**src/rtl/gshare_predictor.sv**
```systemverilog
// gshare direction predictor: PC xor global history indexes a table of 2-bit
// saturating counters; execute trains the counters and repairs the history.
module gshare_predictor #(
    parameter int PC_WIDTH   = 32,
    parameter int INDEX_BITS = 8,
    parameter int HIST_BITS  = 8
) (
    input  logic                  clk,
    input  logic                  rst_n,
    input  logic                  lookup_valid,
    input  logic [PC_WIDTH-1:0]   lookup_pc,
    output logic                  pred_taken,
    output logic [INDEX_BITS-1:0] pred_index,
    output logic [HIST_BITS-1:0]  pred_ghr,
    input  logic                  update_valid,
    input  logic [INDEX_BITS-1:0] update_index,
    input  logic [HIST_BITS-1:0]  update_ghr,
    input  logic                  update_taken,
    input  logic                  update_mispredict,
    output logic [31:0]           branch_count,
    output logic [31:0]           mispredict_count
);

    localparam int ENTRIES = 1 << INDEX_BITS;

    logic [1:0]           counters [ENTRIES];
    logic [HIST_BITS-1:0] ghr;
    logic [1:0]           next_counter;
    logic                 repair;
    logic                 unused_bits;

    assign unused_bits = ^{lookup_pc[PC_WIDTH-1:INDEX_BITS+2], lookup_pc[1:0],
                           update_ghr[HIST_BITS-1]};

    assign pred_index = lookup_pc[INDEX_BITS+1:2] ^ INDEX_BITS'(ghr);
    assign pred_taken = counters[pred_index][1];
    assign pred_ghr   = ghr;
    assign repair     = update_valid & update_mispredict;

    always_comb begin
        next_counter = counters[update_index];
        case (counters[update_index])
            2'b00:   next_counter = update_taken ? 2'b01 : 2'b00;
            2'b01:   next_counter = update_taken ? 2'b10 : 2'b00;
            2'b10:   next_counter = update_taken ? 2'b11 : 2'b01;
            default: next_counter = update_taken ? 2'b11 : 2'b10;
        endcase
    end

    // Lookups read the table combinationally, so a same-cycle update is not bypassed.
    always_ff @(posedge clk or negedge rst_n) begin
        if (!rst_n) begin
            for (int i = 0; i < ENTRIES; i++) begin
                counters[i] <= 2'b01;
            end
        end else if (update_valid) begin
            counters[update_index] <= next_counter;
        end
    end

    // A mispredict repair wins over the speculative shift of a flushed lookup.
    always_ff @(posedge clk or negedge rst_n) begin
        if (!rst_n) begin
            ghr <= '0;
        end else if (repair) begin
            ghr <= {update_ghr[HIST_BITS-2:0], update_taken};
        end else if (lookup_valid) begin
            ghr <= {ghr[HIST_BITS-2:0], pred_taken};
        end
    end

    always_ff @(posedge clk or negedge rst_n) begin
        if (!rst_n) begin
            branch_count     <= '0;
            mispredict_count <= '0;
        end else begin
            if (update_valid && branch_count != 32'hFFFF_FFFF) begin
                branch_count <= branch_count + 32'd1;
            end
            if (repair && mispredict_count != 32'hFFFF_FFFF) begin
                mispredict_count <= mispredict_count + 32'd1;
            end
        end
    end

endmodule

```
**config.mk**
```make
export PLATFORM = sky130hd
export DESIGN_NAME = gshare_predictor
export DESIGN_NICKNAME = d
export VERILOG_FILES = /design/src/rtl/gshare_predictor.sv
export SDC_FILE = /design/constraint.sdc
export NUM_CORES = 1
export LEC_CHECK = 0
export CORE_MARGIN = 2
export CORE_UTILIZATION = 45
export DETAILED_ROUTE_END_ITERATION = 12
export PLACE_DENSITY = 0.7
export SYNTH_ARGS = -nofsm -noshare
export SYNTH_HDL_FRONTEND = slang
export SYNTH_SLANG_ARGS = --single-unit
```
**constraint.sdc**
```tcl
create_clock -name clk -period 7.4 [get_ports clk]
set_input_delay 1.48 -clock clk [delete_from_list [all_inputs] [get_ports clk]]
set_output_delay 1.48 -clock clk [all_outputs]
set_load 0.01 [all_outputs]
```
# Yosys cells after proc, flatten, opt, wreduce, memory -nomap -nowiden
# Cells that the tools add are included.
[word_totals]
ff_bits = 584
inputBits = 54
output_inout_bits = 81
wordCells = 293
[classes]
n_lt_le_gt_ge = 3
n_addsub = 2
eq_ne = 4
bitwise_logic = 4
n_mux = 16
reduce_logical = 5
[op_table]
columns = ["cell", "n"]
rows = [
  ["$bwmux 512", 1],
  ["$add 32x1->32 const B", 2],
  ["$ne 32x32->1 const B", 2],
  ["$bmux 2 s8", 2],
  ["$ge 9x9->1 const B", 2],
  ["$not 8->9", 2],
  ["$demux 2 s8", 1],
  ["$mux 8", 2],
  ["$mux 2", 7],
  ["$lt 9x1->1 const B", 1],
  ["$xor 8x8->8", 1],
  ["$pmux 2 s3", 1],
  ["$logic_and 1x1->1", 3],
  ["$eq 2x1->1 const B", 1],
  ["$eq 2x2->1 const B", 1],
  ["$logic_not 2->1", 1],
  ["$mux 1", 2],
  ["$reduce_bool 2->1", 1],
  ["$and 1x1->1", 1],
]

# Depth between registers and ports, before layout
# Gate-level depths: netlist (run 1).
[depth]
ltp_word = 7
mapped_depth = 16
depth_no_buf = 9

# Worst setup path before layout (run 1)
# No wires, ideal clock.
[synth_path]
path_kind = "input to output"
startpoint = "input port lookup_pc[5]"
endpoint = "output port pred_taken"
path_buffers = 2
path_slack_ps = 2273
arrival_time_ps = 3647
required_ps = 5920
stages = 10
path_cell_list = "xnor2_1 > inv_1 > or3_1 > clkbuf_1 > clkbuf_1 > o22ai_1 > a221oi_1 > o31ai_1 > o22ai_1 > a311oi_2"
[synth_between]
elab_chain_len = 5
[synth_lines]
columns = ["item", "line_no", "rtl"]
rows = [
  ["from (decl)", "11", "input logic [PC_WIDTH-1:0] lookup_pc,"],
  ["$xor 8x8->8", "35", "assign pred_index = lookup_pc[INDEX_BITS+1:2] ^ INDEX_BITS'(ghr);"],
  ["named net pred_index[3]", "13", "output logic [INDEX_BITS-1:0] pred_index,"],
  ["$not 8->9 (implied by the code)", "36", "assign pred_taken = counters[pred_index][1];"],
  ["$bmux 2 s8", "36", ""],
  ["$mux 2 (implied by the code) (2 in a row)", "36", ""],
  ["to (decl)", "12", "output logic pred_taken,"],
]
# The timed path passes the listed nets, and every way through them passes these cells. The select of a mux whose other input is x is not followed.

# Worst setup path after layout (run 1)
[layout_path]
startpoint = "input port lookup_pc[5]"
endpoint = "output port pred_taken"
[layout_between]
elab_chain_len = 5
[layout_lines]
columns = ["item", "line_no"]
rows = [
  ["$xor 8x8->8", "35"],
  ["$not 8->9 (implied by the code)", "36"],
  ["$bmux 2 s8", "36"],
  ["$mux 2 (implied by the code) (2 in a row)", "36"],
]
# No other way between the ends. The select of a mux whose other input is x is not followed.

==> metrics.cfg, run 1 <==
[logic_synthesis]
seq_area_frac_synth_pct = 50.7
synth_compound_area_share_pct = 13.3
synth_top_cell_area_share_pct = 27.9
synthMuxAreaShare_pct = 14.5
ys_types = 69
synth_top_family_by_area = simple AND/OR/NAND/NOR gates
synth_xor_area_share_pct = 2.11
synth_fp_nets = 2976
synthSimpleGateAreaFrac_pct = 15.3
yosys.area_share.adder_pct = 0.161
yosys_warnings = 0
syn_area_per_cell_um2 = 10.1
synth_flop_cell = dfrtp_1
ys_seq_elements = 584
syn-cell-area_um2 = 29400
synthTopCellsByArea = dfrtp_1, dfstp_2, nand2_1, mux4_2, o21ai_1
synth_enable_flop_cells = 0
yosys.area.top_type = dfrtp_1
synth_common_cells = nand2_1, o21ai_1, dfrtp_1, dfstp_2, mux2i_1
synth_cells = 2920
yosysMostFrequentCell = nand2_1
async_flop_share_pct = 100

[final_layout]
synthToLayoutAreaGrowth_pct = 13.7
utilization_pct = 51.9
diodes = 0
fill_cells = 5629
fin_nets = 3050
finalInstanceArea_um2 = 33500
drive_gt1_share_pct = 20.0

[worst_hold_path]
hold_path.class = flip-flop to flip-flop
whs_endpoint = counters[286]
holdPathStages = 2
worstHoldStart = counters[286]

[clock_tree]
numCtsBuffers = 61
cts_sinks = 584
cts_tree = built
clk_pin_slew_ps = 60
cts_setup_buffers = 0
postCtsHoldBufs = 0
clockRootBuffer = clkbuf_16
clock_latency_ps = 660
ctsHtreeMaxLevel = 2
ctsResizeCount = 0
clockBufferDepth = 3

[power_and_ir_drop]
p_per_area_nw_per_um2 = 243
p_leak_nw = 13.0
vdd_drop_max_mv = 0.191

[sta]
setup_viol = 0
hold_viol = 0
finalCriticalPeriod_ps = 6670
rsz0062_at_grt = no
min_period_over_period_pct = 90.1
tns_ps = 0
finClkSkew_ps = 43.9
tightest_slew_ps = 1360
max_clock_freq_mhz = 150
max-slew-margin-rel_pct = 9.22
slew_violations = 0

[routing]
vias_per_cell = 6.08
drc = 0
vias = 23700
ant_nets = 0
first_pass_iters = 6
post_drt_wl_per_cell_um = 23.5
wl_um = 91700
drt_iter0_markers = 2623

[placed_design]
dpl_cell_area_um2 = 31400
place_congestion = 0.929
port_buffers = 109
dp_hpwl_um = 61000

[worst_setup_path]
reg2reg_slack_ps = 3430
r2r_start = counters[175]
cp_max_fo = 8
setup.worst_path.start_class = primary input
cp-end-kind = output port
required_ps = 5920
worstRegToRegCells = 8
crit_arrival_ps = 5190
critPathKind = primary input to output port
reg2reg_to = counters[236]

[die]
die_x_um = 260
io_pins = 135
fp.dieH_um = 260
die_area_um2 = 67500
fp.coreArea_um2 = 64600
floorplan.initialDensity_pct = 45.6
num_rows = 93

[global_route]
grt_pass1_vias = 24000
overflow = 0
grt_usage_pct = 27.2
grt_max_degree = 125
grt_antenna_before_repair = 1
grt_pass1_wl_um = 141000

[job]
maxCapViolations = 0

[run_status]
status = finished clean

==> how the worst max path moves through the flow <==
stage	start	endpoint	slack, ps	cells after the start
6_report	lookup_pc[5]	pred_taken	730	12
5_1_grt	lookup_pc[5]	pred_taken	500	12
4_1_cts	lookup_pc[5]	pred_taken	750	12
3_5_place_dp	lookup_pc[5]	pred_taken	770	12
3_3_place_gp	lookup_pc[5]	pred_taken	800	12
2_1_floorplan	lookup_pc[5]	pred_taken	2270	10
==> cell families after synthesis <==
family,count (synthesis)
adders and majority gates,4
and+or+nand+nor,1088
buffers and inverters,208
xor gates and xnor gates,70
DFF,584
muxes,271
AOI/OAI and AO/OA,695
==> per-stage QoR <==
step                worst slack (ps)  hold WS, ps  total power [mW]  std cells
floorplan                       2270          441              4.42       2920
global placement                 804          448              4.97       3786
detailed placement               770          454              5.02       3786
CTS                              753          462              8.16       3900
global route                     497          473              8.43       3900
finish                           731          461              8.15       3900
==> cells in the final DEF, fill, tap and decap left out, types with 7 or more instances in the layout <==
| cell type | count |
|---|---|
| o21ai_1 | 475 |
| clkbuf_16 | 61 |
| nor3_1 | 9 |
| xnor2_1 | 49 |
| clkbuf_1 | 11 |
| a21oi_1 | 34 |
| mux2i_1 | 144 |
| and3_1 | 16 |
| buf_12 | 11 |
| a221oi_1 | 13 |
| nand4_1 | 22 |
| o21ai_0 | 44 |
| a22o_1 | 9 |
| buf_4 | 81 |
| nand2_1 | 857 |
| clkinv_2 | 17 |
| dfrtp_1 | 328 |
| o22ai_1 | 12 |
| nand3_1 | 52 |
| mux4_2 | 123 |
| xor2_1 | 20 |
| and2_1 | 7 |
| inv_1 | 15 |
| a31oi_1 | 11 |
| clkbuf_8 | 18 |
| dfstp_2 | 256 |
| nor2_1 | 62 |
| o2111ai_1 | 7 |
| a22oi_1 | 50 |
| clkdlybuf4s50_1 | 104 |
==> area by class of cell <==
cell class,count,area [µm²],share of cell area (%)
multi-input cells,2128,13400,40.2
clock buffers,89,1800,5.38
clock inverters,25,254,0.758
flip-flops and latches,584,14900,44.6
well taps,855,1070,3.19
repair buffers,199,1900,5.68
inverters,20,77.6,0.232
==> critical path, cell delays in order <==
cell and delay (ps):
clkdlybuf4s50_1 420, xnor2_1 580, inv_1 120, or3_1 470, buf_4 230, o22ai_1 120, a211oi_1 80, o31ai_1 430
o22ai_1 230, a311oi_2 270, buf_4 200, clkdlybuf4s50_1 540
==> sequential cells by signal, indices dropped and copies added, names as in the netlist <==
name              count
pred_ghr              8
mispredict_count     32
branch_count         32
counters            512
==> per-layer routing <==
layer  track usage, %  wire, µm  up-vias
met4             11.8      4400        0
met3             6.56      9710      291
met1             36.0     36000    11700
met5                0         0        -
met2             42.6     41600     1224
li1                 -         -    10500
==> power by group <==
part | internal, mW | switching, mW
Combinational | 0.528 | 0.894
Sequential | 3.42 | 0.157
Clock | 1.82 | 1.32
Power figures use the tool's default switching activity.
==> run 2: changes to the inputs <==
--- a/config.mk
+++ b/config.mk
@@ -7,6 +7,7 @@
 export LEC_CHECK = 0
 export CORE_MARGIN = 2
 export CORE_UTILIZATION = 45
+export CTS_BUF_LIST = sky130_fd_sc_hd__clkbuf_8
 export DETAILED_ROUTE_END_ITERATION = 12
 export PLACE_DENSITY = 0.7
 export SYNTH_ARGS = -nofsm -noshare
==> run 2 against run 1 <==
  * Utilization rose by 0.10 points
  * Wire length fell by 0.47%
  * Critical endpoint unchanged
  * Count of clock-buffer cells in the layout rose by 42
  * Sequential share of layout area fell by 0.090 points
  * Critical path depth did not move
  * Largest cell class unchanged
  * Critical path type unchanged
  * Hold slack barely moved
==> metrics.cfg, run 2 (synthesis results as in run 1) <==
[routing]
wl_um = 91300
vias = 23900
first_pass_iters = 6
drc = 0
vias_per_cell = 6.02
drt_iter0_markers = 2450
ant_nets = 0
post_drt_wl_per_cell_um = 23.0

[final_layout]
synthToLayoutAreaGrowth_pct = 14.0
largest_reg_flops = 512
layout.cells.non_filler = 3974
top_regs = counters (512), branch_count (32), mispredict_count (32)
drive_gt1_share_pct = 20.9
final_cell_mix = nand2_1, o21ai_1, dfrtp_1
top_register = counters
fin_nets = 3088
fill_cells = 5661
final_common_cell = nand2_1
finalInstanceArea_um2 = 33600

[power_and_ir_drop]
pwr-share-comb_pct = 17.6
swShare_pct = 29.9
p_int_mw = 5.64
vdd_drop_max_mv = 0.109
pwr-share-seq_pct = 44.5
p_leak_nw = 13.2
power_frac_clock_pct = 37.8
power_switching_mw = 2.40
p_per_area_nw_per_um2 = 239

[clock_tree]
clk_pin_slew_ps = 60
clock_latency_ps = 730
clockBufferDepth = 3
cts_sinks = 584
numCtsBuffers = 99
ctsHtreeMaxLevel = 3
clockRootBuffer = clkbuf_8
ctsResizeCount = 0
cts_tree = built
postCtsHoldBufs = 0
cts_setup_buffers = 0

[placed_design]
post-place-ws_ps = 770
dp_hpwl_um = 61000
dpl_cell_area_um2 = 31400
place_congestion = 0.929
dp_cells = 3786
port_buffers = 109

[global_route]
grt_pass1_vias = 24200
grt_util_met2_pct = 42.1
met1_usage_pct = 36.1
grt_usage_pct = 27.2
grtUsageMet3_pct = 6.53
overflow = 0
grt_pass1_wl_um = 141000
grt_max_degree = 125
grt_antenna_before_repair = 2
busiest_layer = met2

[die]
die_area_um2 = 67500
die_x_um = 260
fp.coreArea_um2 = 64600
floorplan.initialDensity_pct = 45.6
num_rows = 93
io_pins = 135
fp.dieH_um = 260

[worst_setup_path]
crit_arrival_ps = 5240
required_ps = 5920
path_cells = clkdlybuf4s50_1, xnor2_1, inv_1, or3_1, buf_4, o22ai_1, a211oi_1, o31ai_1, o22ai_1, a311oi_2, buf_4, clkdlybuf4s50_1
r2r_start = counters[173]
reg2reg_to = counters[236]
setup.worst_path.start_class = primary input
cp-end-kind = output port
critPathKind = primary input to output port
reg2reg_slack_ps = 3480
cp-startpoint = lookup_pc[5]
critPathCapture = pred_taken
cp_slowest_cell = xnor2_1
cp_max_fo = 8
slowest_delay_ps = 610
path_buf_inv = 5
path_depth = 12
crit_family = buffers and inverters
worstRegToRegCells = 8

[worst_hold_path]
worstHoldStart = counters[506]
hold_path.class = flip-flop to flip-flop

[run_status]
status = finished clean

[job]
maxCapViolations = 0

[sta]
slew_violations = 0
whs_ps = 460
finClkSkew_ps = 49.6
max_clock_freq_mhz = 149
max-slew-margin-rel_pct = 8.28
setup_viol = 0
hold_viol = 0
tightest_slew_ps = 1370
finalCriticalPeriod_ps = 6720
rsz0062_at_grt = no
tns_ps = 0
min_period_over_period_pct = 90.8
final.setup.worst_slack_ps = 678

[run 2: power groups by stage]
stage / clock network [mW] / logic, mW / registers (mW)
finish: 3.04 / 1.42 / 3.58
global route: 3.25 / 1.50 / 3.60
CTS: 3.09 / 1.40 / 3.58
detailed placement: 0 / 1.39 / 3.63
global placement: 0 / 1.36 / 3.61
floorplan: 0 / 0.824 / 3.60
[run 2: layout make-up]
type | count | area [µm²] | share of cell area [%]
antenna | 2 | 5.00 | 0.0149
inverter | 20 | 77.6 | 0.231
clock inverter | 55 | 315 | 0.940
tap | 855 | 1070 | 3.19
multi-input combinational | 2128 | 13400 | 40.1
timing repair buffer | 199 | 1900 | 5.67
sequential | 584 | 14900 | 44.5
clock buffer | 131 | 1800 | 5.37
[run 2: worst register-to-register path, cell delays in order (launching register included)]
cell and delay, ps:
dfrtp_1 410, mux4_2 470, o2111ai_1 590, o2111ai_1 280, nor4_1 270, and4b_1 300, maj3_4 660, buf_4 620
o21ai_1 220
[run 2: through the flow]
| stage | util (%) | total power [mW] |
|---|---|---|
| after global placement | 48.7 | 4.97 |
| after floorplan | - | 4.42 |
| after CTS | 52.0 | 8.06 |
| after detailed placement | 48.7 | 5.02 |
| after global routing | 52.0 | 8.35 |
| final | 52.0 | 8.04 |
[run 2: metal layers]
layer	vias to the layer above	wire length (µm)
met3	292	9980
met4	0	4060
met2	1362	41600
li1	10600	-
met1	11600	35600
met5	-	0
[run 2: worst min path at each step]
stage	to	slack, ps	cells past startpoint
after floorplan	counters[26]	440	2
after global placement	counters[68]	450	2
after detailed placement	counters[68]	450	2
after CTS	counters[506]	460	2
after global routing	counters[408]	470	2
final	counters[506]	460	2
